### src/rtl/beatmap_pkg.sv
// Shared beat-map record layout, slot types and the depth-saturation helper
// used by block_window and block_selector.
package beatmap_pkg;

    localparam int NUM_SLOTS = 12;
    localparam logic [17:0] END_TIME = 18'h3FFFF;

    typedef logic [11:0]        coord_t;
    typedef logic signed [13:0] slot_z_t;
    typedef logic [7:0]         slot_id_t;
    typedef logic [2:0]         dir_t;

    typedef struct packed {
        logic [17:0] tick;
        coord_t      x;
        coord_t      y;
        logic        color;
        dir_t        dir;
    } beat_rec_t;

    typedef struct packed {
        logic        valid;
        logic [17:0] tick;
        coord_t      x;
        coord_t      y;
        logic        color;
        dir_t        dir;
        slot_id_t    id;
    } slot_t;

    function automatic slot_z_t sat_z(input logic signed [18:0] d);
        if (d > 19'sd8191) begin
            return 14'sd8191;
        end else if (d < -19'sd8192) begin
            return -14'sd8192;
        end else begin
            return d[13:0];
        end
    endfunction

endpackage

### src/rtl/beatmap_fetcher.sv
// Beat-map ROM reader: owns the read pointer, the ROM latency counter, the
// one-record pending buffer and the end-of-map flag.
module beatmap_fetcher #(
    parameter int ROM_AW      = 8,
    parameter int ROM_LATENCY = 2
) (
    input  logic              clk_in,
    input  logic              rst_in,
    input  logic              clear_in,
    input  logic              req_in,
    input  logic              take_in,
    input  logic [45:0]       rom_data_in,
    output logic [ROM_AW-1:0] rom_addr_out,
    output logic              pend_valid_out,
    output logic [45:0]       pend_rec_out,
    output logic [ROM_AW-1:0] pend_id_out,
    output logic              ended_out
);
    import beatmap_pkg::*;

    localparam int LW = $clog2(ROM_LATENCY + 1);
    localparam logic [ROM_AW-1:0] PTR_MAX = '1;

    logic [ROM_AW-1:0] ptr_reg;
    logic              pend_valid_reg;
    logic              ended_reg;
    logic              in_flight_reg;
    logic [LW-1:0]     lat_cnt_reg;
    beat_rec_t         pend_reg;
    beat_rec_t         rom_rec;

    assign rom_rec = beat_rec_t'(rom_data_in);

    // The address is held at ptr continuously, so the ROM pipeline is already
    // primed by the time the counter expires.
    always_ff @(posedge clk_in) begin
        if (rst_in || clear_in) begin
            ptr_reg        <= '0;
            pend_valid_reg <= 1'b0;
            ended_reg      <= 1'b0;
            in_flight_reg  <= 1'b0;
            lat_cnt_reg    <= '0;
            pend_reg       <= '0;
        end else begin
            if (take_in && pend_valid_reg) begin
                pend_valid_reg <= 1'b0;
                if (ptr_reg == PTR_MAX) begin
                    ended_reg <= 1'b1;
                end else begin
                    ptr_reg <= ptr_reg + ROM_AW'(1);
                end
            end
            if (in_flight_reg) begin
                if (lat_cnt_reg == LW'(1)) begin
                    in_flight_reg <= 1'b0;
                    if (rom_rec.tick == END_TIME) begin
                        ended_reg <= 1'b1;
                    end else begin
                        pend_reg       <= rom_rec;
                        pend_valid_reg <= 1'b1;
                    end
                end else begin
                    lat_cnt_reg <= lat_cnt_reg - LW'(1);
                end
            end else if (req_in && !pend_valid_reg && !ended_reg) begin
                in_flight_reg <= 1'b1;
                lat_cnt_reg   <= LW'(ROM_LATENCY);
            end
        end
    end

    assign rom_addr_out   = ptr_reg;
    assign pend_valid_out = pend_valid_reg;
    assign pend_rec_out   = pend_reg;
    assign pend_id_out    = ptr_reg;
    assign ended_out      = ended_reg;

endmodule

### src/rtl/block_window.sv
// Sliding window of upcoming beat-map blocks: retire, fetch, recompute depth,
// then commit the whole window to the outputs in a single cycle.
module block_window #(
    parameter int NUM_SLOTS    = 12,
    parameter int ROM_AW       = 8,
    parameter int ROM_LATENCY  = 2,
    parameter int LOOKAHEAD    = 4096,
    parameter int RETIRE_TICKS = 512
) (
    input  logic                 clk_in,
    input  logic                 rst_in,
    input  logic                 start_in,
    input  logic                 frame_in,
    input  logic [17:0]          curr_time_in,
    output logic [ROM_AW-1:0]    rom_addr_out,
    input  logic [45:0]          rom_data_in,
    output logic [11:0]          block_x_out [NUM_SLOTS],
    output logic [11:0]          block_y_out [NUM_SLOTS],
    output logic signed [13:0]   block_z_out [NUM_SLOTS],
    output logic [NUM_SLOTS-1:0] block_color_out,
    output logic [2:0]           block_direction_out [NUM_SLOTS],
    output logic [ROM_AW-1:0]    block_ID_out [NUM_SLOTS],
    output logic [NUM_SLOTS-1:0] block_visible_out,
    output logic                 busy_out,
    output logic                 commit_out,
    output logic                 frame_missed_out
);
    import beatmap_pkg::*;

    localparam int CW = $clog2(NUM_SLOTS + 1);
    localparam int ZW = $clog2(NUM_SLOTS);
    localparam logic signed [18:0] LOOK     = 19'(LOOKAHEAD);
    localparam logic [18:0]        RETIRE_W = 19'(RETIRE_TICKS);

    localparam logic [2:0] IDLE   = 3'd0;
    localparam logic [2:0] RETIRE = 3'd1;
    localparam logic [2:0] FETCH  = 3'd2;
    localparam logic [2:0] ZCALC  = 3'd3;
    localparam logic [2:0] COMMIT = 3'd4;

    logic [2:0]        state_reg;
    logic [17:0]       t_snap_reg;
    logic [CW-1:0]     count_reg;
    logic [ZW-1:0]     zidx_reg;
    slot_t             sh_slot [NUM_SLOTS];
    slot_z_t           sh_z    [NUM_SLOTS];

    logic              pend_valid;
    logic              ended;
    logic [45:0]       pend_bits;
    logic [ROM_AW-1:0] pend_id;
    beat_rec_t         pend_rec;
    logic signed [18:0] pend_diff;
    logic              retire_shift;
    logic              append;
    logic              fetch_req;

    assign pend_rec  = beat_rec_t'(pend_bits);
    assign pend_diff = $signed({1'b0, pend_rec.tick}) - $signed({1'b0, t_snap_reg});
    assign retire_shift = (state_reg == RETIRE) && sh_slot[0].valid &&
                          ({1'b0, t_snap_reg} > ({1'b0, sh_slot[0].tick} + RETIRE_W));
    // Past-due pending blocks (negative diff) are appended and retire later.
    assign append    = (state_reg == FETCH) && pend_valid &&
                       (count_reg < CW'(NUM_SLOTS)) && (pend_diff <= LOOK);
    assign fetch_req = (state_reg == FETCH);
    assign busy_out  = (state_reg != IDLE);

    beatmap_fetcher #(
        .ROM_AW      (ROM_AW),
        .ROM_LATENCY (ROM_LATENCY)
    ) u_fetcher (
        .clk_in         (clk_in),
        .rst_in         (rst_in),
        .clear_in       (start_in),
        .req_in         (fetch_req),
        .take_in        (append),
        .rom_data_in    (rom_data_in),
        .rom_addr_out   (rom_addr_out),
        .pend_valid_out (pend_valid),
        .pend_rec_out   (pend_bits),
        .pend_id_out    (pend_id),
        .ended_out      (ended)
    );

    always_ff @(posedge clk_in) begin
        if (rst_in || start_in) begin
            state_reg <= IDLE;
            count_reg <= '0;
            zidx_reg  <= '0;
            if (rst_in) begin
                t_snap_reg <= '0;
            end
        end else begin
            case (state_reg)
                IDLE: begin
                    if (frame_in) begin
                        t_snap_reg <= curr_time_in;
                        state_reg  <= RETIRE;
                    end
                end
                RETIRE: begin
                    if (retire_shift) begin
                        count_reg <= count_reg - CW'(1);
                    end else begin
                        state_reg <= FETCH;
                    end
                end
                FETCH: begin
                    if (append) begin
                        count_reg <= count_reg + CW'(1);
                    end else if (pend_valid || ended) begin
                        state_reg <= ZCALC;
                        zidx_reg  <= '0;
                    end
                end
                ZCALC: begin
                    if (zidx_reg == ZW'(NUM_SLOTS - 1)) begin
                        state_reg <= COMMIT;
                    end else begin
                        zidx_reg <= zidx_reg + ZW'(1);
                    end
                end
                COMMIT:  state_reg <= IDLE;
                default: state_reg <= IDLE;
            endcase
        end
    end

    always_ff @(posedge clk_in) begin
        if (rst_in) begin
            commit_out       <= 1'b0;
            frame_missed_out <= 1'b0;
        end else begin
            commit_out       <= !start_in && (state_reg == COMMIT);
            frame_missed_out <= frame_in && !start_in && (state_reg != IDLE);
        end
    end

    for (genvar gi = 0; gi < NUM_SLOTS; gi++) begin : g_slot
        slot_t              shift_src;
        slot_t              new_slot;
        logic signed [18:0] z_diff;

        if (gi < NUM_SLOTS - 1) begin : g_mid
            assign shift_src = sh_slot[gi+1];
        end else begin : g_tail
            assign shift_src = '0;
        end

        assign new_slot = '{valid: 1'b1, tick: pend_rec.tick, x: pend_rec.x, y: pend_rec.y,
                            color: pend_rec.color, dir: pend_rec.dir, id: slot_id_t'(pend_id)};
        assign z_diff = $signed({1'b0, sh_slot[gi].tick}) - $signed({1'b0, t_snap_reg});

        always_ff @(posedge clk_in) begin
            if (rst_in || start_in) begin
                sh_slot[gi] <= '0;
                sh_z[gi]    <= '0;
            end else if (retire_shift) begin
                sh_slot[gi] <= shift_src;
            end else if (append && (count_reg == CW'(gi))) begin
                sh_slot[gi] <= new_slot;
            end else if ((state_reg == ZCALC) && (zidx_reg == ZW'(gi))) begin
                sh_z[gi] <= sh_slot[gi].valid ? sat_z(z_diff) : '0;
            end
        end

        always_ff @(posedge clk_in) begin
            if (rst_in) begin
                block_x_out[gi]         <= '0;
                block_y_out[gi]         <= '0;
                block_z_out[gi]         <= '0;
                block_color_out[gi]     <= 1'b0;
                block_direction_out[gi] <= '0;
                block_ID_out[gi]        <= '0;
                block_visible_out[gi]   <= 1'b0;
            end else if (start_in) begin
                block_visible_out[gi] <= 1'b0;
            end else if (state_reg == COMMIT) begin
                block_x_out[gi]         <= sh_slot[gi].x;
                block_y_out[gi]         <= sh_slot[gi].y;
                block_z_out[gi]         <= sh_z[gi];
                block_color_out[gi]     <= sh_slot[gi].color;
                block_direction_out[gi] <= sh_slot[gi].dir;
                block_ID_out[gi]        <= ROM_AW'(sh_slot[gi].id);
                block_visible_out[gi]   <= sh_slot[gi].valid;
            end
        end
    end

endmodule

### config.mk
export PLATFORM = sky130hd
export DESIGN_NAME = block_window
export DESIGN_NICKNAME = d
export VERILOG_FILES = /design/src/rtl/beatmap_pkg.sv /design/src/rtl/beatmap_fetcher.sv /design/src/rtl/block_window.sv
export SDC_FILE = /design/constraint.sdc
export NUM_CORES = 2
export LEC_CHECK = 0
export BUFFER_PORTS_ARGS = -buffer_cell sky130_fd_sc_hd__buf_2
export CORE_UTILIZATION = 30
export DETAILED_ROUTE_END_ITERATION = 10
export GPL_TIMING_DRIVEN = 1
export PLACE_DENSITY_LB_ADDON = 0.15
export SYNTH_ARGS = -nofsm -noshare
export SYNTH_HDL_FRONTEND = slang
export SYNTH_SLANG_ARGS = --single-unit
export TNS_END_PERCENT = 20
### constraint.sdc
create_clock -name clk_in -period 23.9 [get_ports clk_in]
set_input_delay 1.195 -clock clk_in [delete_from_list [all_inputs] [get_ports clk_in]]
set_output_delay 1.195 -clock clk_in [all_outputs]
set_load 0.01 [all_outputs]
==> flow_summary_export.csv <==
group,metric,value,unit
outcome,status,"complete, no violations",
sta,fmaxAchievable,163,MHz
yosys,synth_cell_type_count,97,
clock_tree,numClockSinks,1530,
finish,design_area,0.0817,sq mm
grt,grt_antenna_before_repair,9,
drt,drtPass1Iterations,6,
floorplan,die_h,485,um
clock_tree,cts.htree.levels,4,
floorplan,die_w,485,um
finish,largest_register_ffs,660,
clock_tree,cts_setup_buffers,0,
grt,first_global_vias,52300,
setup_path,cp_common_cell,"buf_4",
finish,top_register,"sh_slot",
drt,post-route-drc-count,0,
yosys,ys_ff_latch,1530,
finish,drive_gt1_share,15.8,%
sta,slew_headroom,16.1,%
setup_path,max_stage_delay,0.94,ns
yosys,async_flop_share,0,%
clock_tree,ctsHoldBuffers,0,
floorplan,row_count,176,
clock_tree,cts_root_buf,"clkbuf_16",
sta,fin_ws,17.75,ns
drt,ant_nets,0,
placed_design,dpl_cell_area,0.0757,sq mm
setup_path,cp-end-kind,"flop",
clock_tree,cts_resized,0,
yosys,synth_largest_area_cell,"edfxtp_1",
setup_path,critPathKind,"flop to flop",
flow_run,maxCapViolCount,0,
sta,fin_setup_tns,0,ns
grt,grt_overflow,0,
grt,grt_pass1_wl,382000,um
setup_path,crit_family,"buffers and inverters",
floorplan,initial_core_util,30.3,%
yosys,yosys.area.top_type_share,36.4,%
clock_tree,cts_tree,"yes",
yosys,syn_nets,7028,
yosys,synth_edf_count,846,
pwr,ir_drop,0.0530,mV
finish,areaGrowthSynthToFinish,16.9,%
setup_path,cp.required,24.61,ns
drt,initialDrtViolationCount,4632,
placed_design,post-place-ws,17.80,ns
grt,grt_use_total,22.1,%
sta,rsz0062_at_grt,"no",
clock_tree,clock_path_buffers,3,
floorplan,design.portCount,691,
finish,fin_cells,10300,
drt,wl_per_cell,26.1,um
drt,vias,54800,
clock_tree,path_clk_slew,0.06,ns
grt,grt_start_max_net_pins,216,
setup_path,crit_buf_inv,3,
setup_path,crit_path_start_kind,"flop",
placed_design,gp_congestion,0.897,
sta,worst_pin_slew,1.26,ns
setup_path,cp.arrival,6.86,ns
yosys,syn_area,0.0699,sq mm
setup_path,slowest_stage,"buf_4",
sta,maxSlewViolCount,0,
sta,period_share,25.7,%
pwr,power,6.19,mW
finish,nNetsFinal,7495,
worst_hold_path,hold_class,"flop to flop",
drt,routed_wirelength,270000,um
clock_tree,insertion_delay,0.87,ns
sta,hold_viol_final,0,
sta,setup-violations-final,0,
yosys,ys.flop_type,"edfxtp_1",
sta,fin_skew,0.0712,ns
pwr,p_per_area,75.8,mW/mm^2
clock_tree,cts_buffers,178,
yosys,netlist_instances,6684,
setup_path,cp_cell_sequence,"ha_1 -> nand3_1 -> nor2_1 -> nand3_1 -> xor2_1 -> ha_1 -> o21ai_0 -> a31oi_1 -> o21ai_0 -> a21o_1 -> nor2_4 -> buf_4 -> buf_4 -> buf_4 -> a22o_1",
yosys,ys_top_cells_by_area,"edfxtp_1 (36%), dfxtp_1 (20%), nand2_1 (7.9%), a21oi_1 (6.4%), a22o_1 (4.8%)",
placed_design,dp_hpwl,193000,um
placed_design,placed_cells,9997,
yosys,ys_warn_count,0,
floorplan,design.die.area,0.235,sq mm
pwr,leakagePower,31.8,nW
drt,viasPerCell,5.30,
yosys,avgSynthCellArea,10.5,sq um
sta,layout_min_cycle_time,6.15,ns
placed_design,portBuffers,690,
setup_path,path_max_fanout,92,
yosys,synth_seq_area_share,55.9,%
finish,reg_top3,"sh_slot: 660 flops, block_z_out: 168 flops, sh_z: 168 flops",
finish,nFillCells,23400,
floorplan,coreArea,0.231,sq mm
## worst register-to-register path, cell delays in order (launching register included)
cell and delay, ns:
edfxtp_1 0.44, ha_1 0.22, nand3_1 0.12, nor2_1 0.22, nand3_1 0.13, xor2_1 0.16, ha_1 0.30, o21ai_0 0.08
a31oi_1 0.20, o21ai_0 0.13, a21o_1 0.24, nor2_4 0.67, buf_4 0.79, buf_4 1.00, buf_4 1.01, a22o_1 0.37
## logic make-up after synthesis
| kind of cell | Yosys count | synth area share (%) |
|---|---|---|
| simple gates | 2053 | 12.5 |
| compound gates | 2033 | 19.9 |
| flops | 1530 | 55.9 |
| buf+inv | 596 | 4.02 |
| fa+ha+maj | 276 | 5.07 |
| xor+xnor | 184 | 2.31 |
| mux | 12 | 0.183 |
## per-layer routing
layer	vias to the layer above	track usage, %	share of wire (%)
met2	1773	33.8	44
met1	27300	31.2	46
met5	-	0	0
met4	0	8.84	4.0
li1	25300	-	-
met3	355	3.26	5.7
## per-stage QoR
step | hold slack [ns] | utilization [%]
after global placement | 0.444 | 32.8
after detailed placement | 0.444 | 32.8
final | 0.450 | 35.4
after CTS | 0.452 | 35.4
after global routing | 0.469 | 35.4
after floorplan | 0.433 | -
## cell usage after synthesis, types with 56 or more instances
library cell and instances:
a21oi_1 890, a21o_1 70, a32o_1 216, a22o_1 382, clkbuf_1 354, dfxtp_1 684
buf_2 59, o21ai_0 154, nor2_1 147, o21a_1 76, nand3_1 56, inv_1 97
xor2_1 88, edfxtp_1 846, and3_1 85, ha_1 264, nand2_1 1475, xnor2_1 96
## path summary, 6_finish.rpt
check	from	end	slack, ns	cells after the start
min	block_z_out[157]$_SDFFE_PP0P_	block_z_out[157]$_SDFFE_PP0P_	0.45	2
min reg2reg	block_z_out[157]$_SDFFE_PP0P_	block_z_out[157]$_SDFFE_PP0P_	0.45	2
max reg2reg	sh_slot[0][45]$_DFFE_PP_	sh_slot[2][20]$_SDFFCE_PN0P_	17.75	15
max	sh_slot[0][45]$_DFFE_PP_	sh_slot[2][20]$_SDFFCE_PN0P_	17.75	15
## power by group
| group | total, mW | switching [mW] | internal, mW |
|---|---|---|---|
| Sequential | 2.89 | 0.0530 | 2.84 |
| Clock | 2.77 | 1.18 | 1.59 |
| Combinational | 0.533 | 0.349 | 0.184 |
| Total | 6.19 | 1.58 | 4.61 |
## cells in the final DEF (no fill, tap or decap), types with 14 or more instances in the layout
| master | instances |
|---|---|
| o31a_1 | 30 |
| a22o_1 | 382 |
| clkbuf_1 | 52 |
| nand2_1 | 1475 |
| a21oi_1 | 890 |
| nor3_1 | 52 |
| nor2_1 | 143 |
| buf_4 | 92 |
| buf_2 | 689 |
| clkinv_2 | 28 |
| clkbuf_8 | 24 |
| nand3_1 | 55 |
| a31oi_1 | 21 |
| inv_1 | 94 |
| dfxtp_1 | 676 |
| o21bai_1 | 16 |
| nand4_1 | 23 |
| and2_1 | 40 |
| o31ai_1 | 27 |
| o21a_1 | 74 |
| o21ai_0 | 141 |
| clkbuf_16 | 178 |
| edfxtp_1 | 846 |
| and3_1 | 85 |
| xnor2_1 | 96 |
| nand2b_1 | 43 |
| clkinv_1 | 21 |
| a21o_1 | 70 |
| nor3b_1 | 14 |
| xor2_1 | 88 |
| a32o_1 | 216 |
| nor2b_1 | 48 |
| ha_1 | 264 |
## area by class of cell
cell class	instances	area, sq um	area share, %
Timing Repair Buffer	786	4230	5.18
Clock inverter	80	967	1.18
Multi-Input combinational cell	4558	28200	34.5
Tap cell	3026	3790	4.64
Clock buffer	257	5000	6.12
Inverter	97	364	0.446
Sequential cell	1530	39100	47.9
Antenna cell	7	17.5	0.0214
No activity file was read; power rests on OpenSTA's default activity.
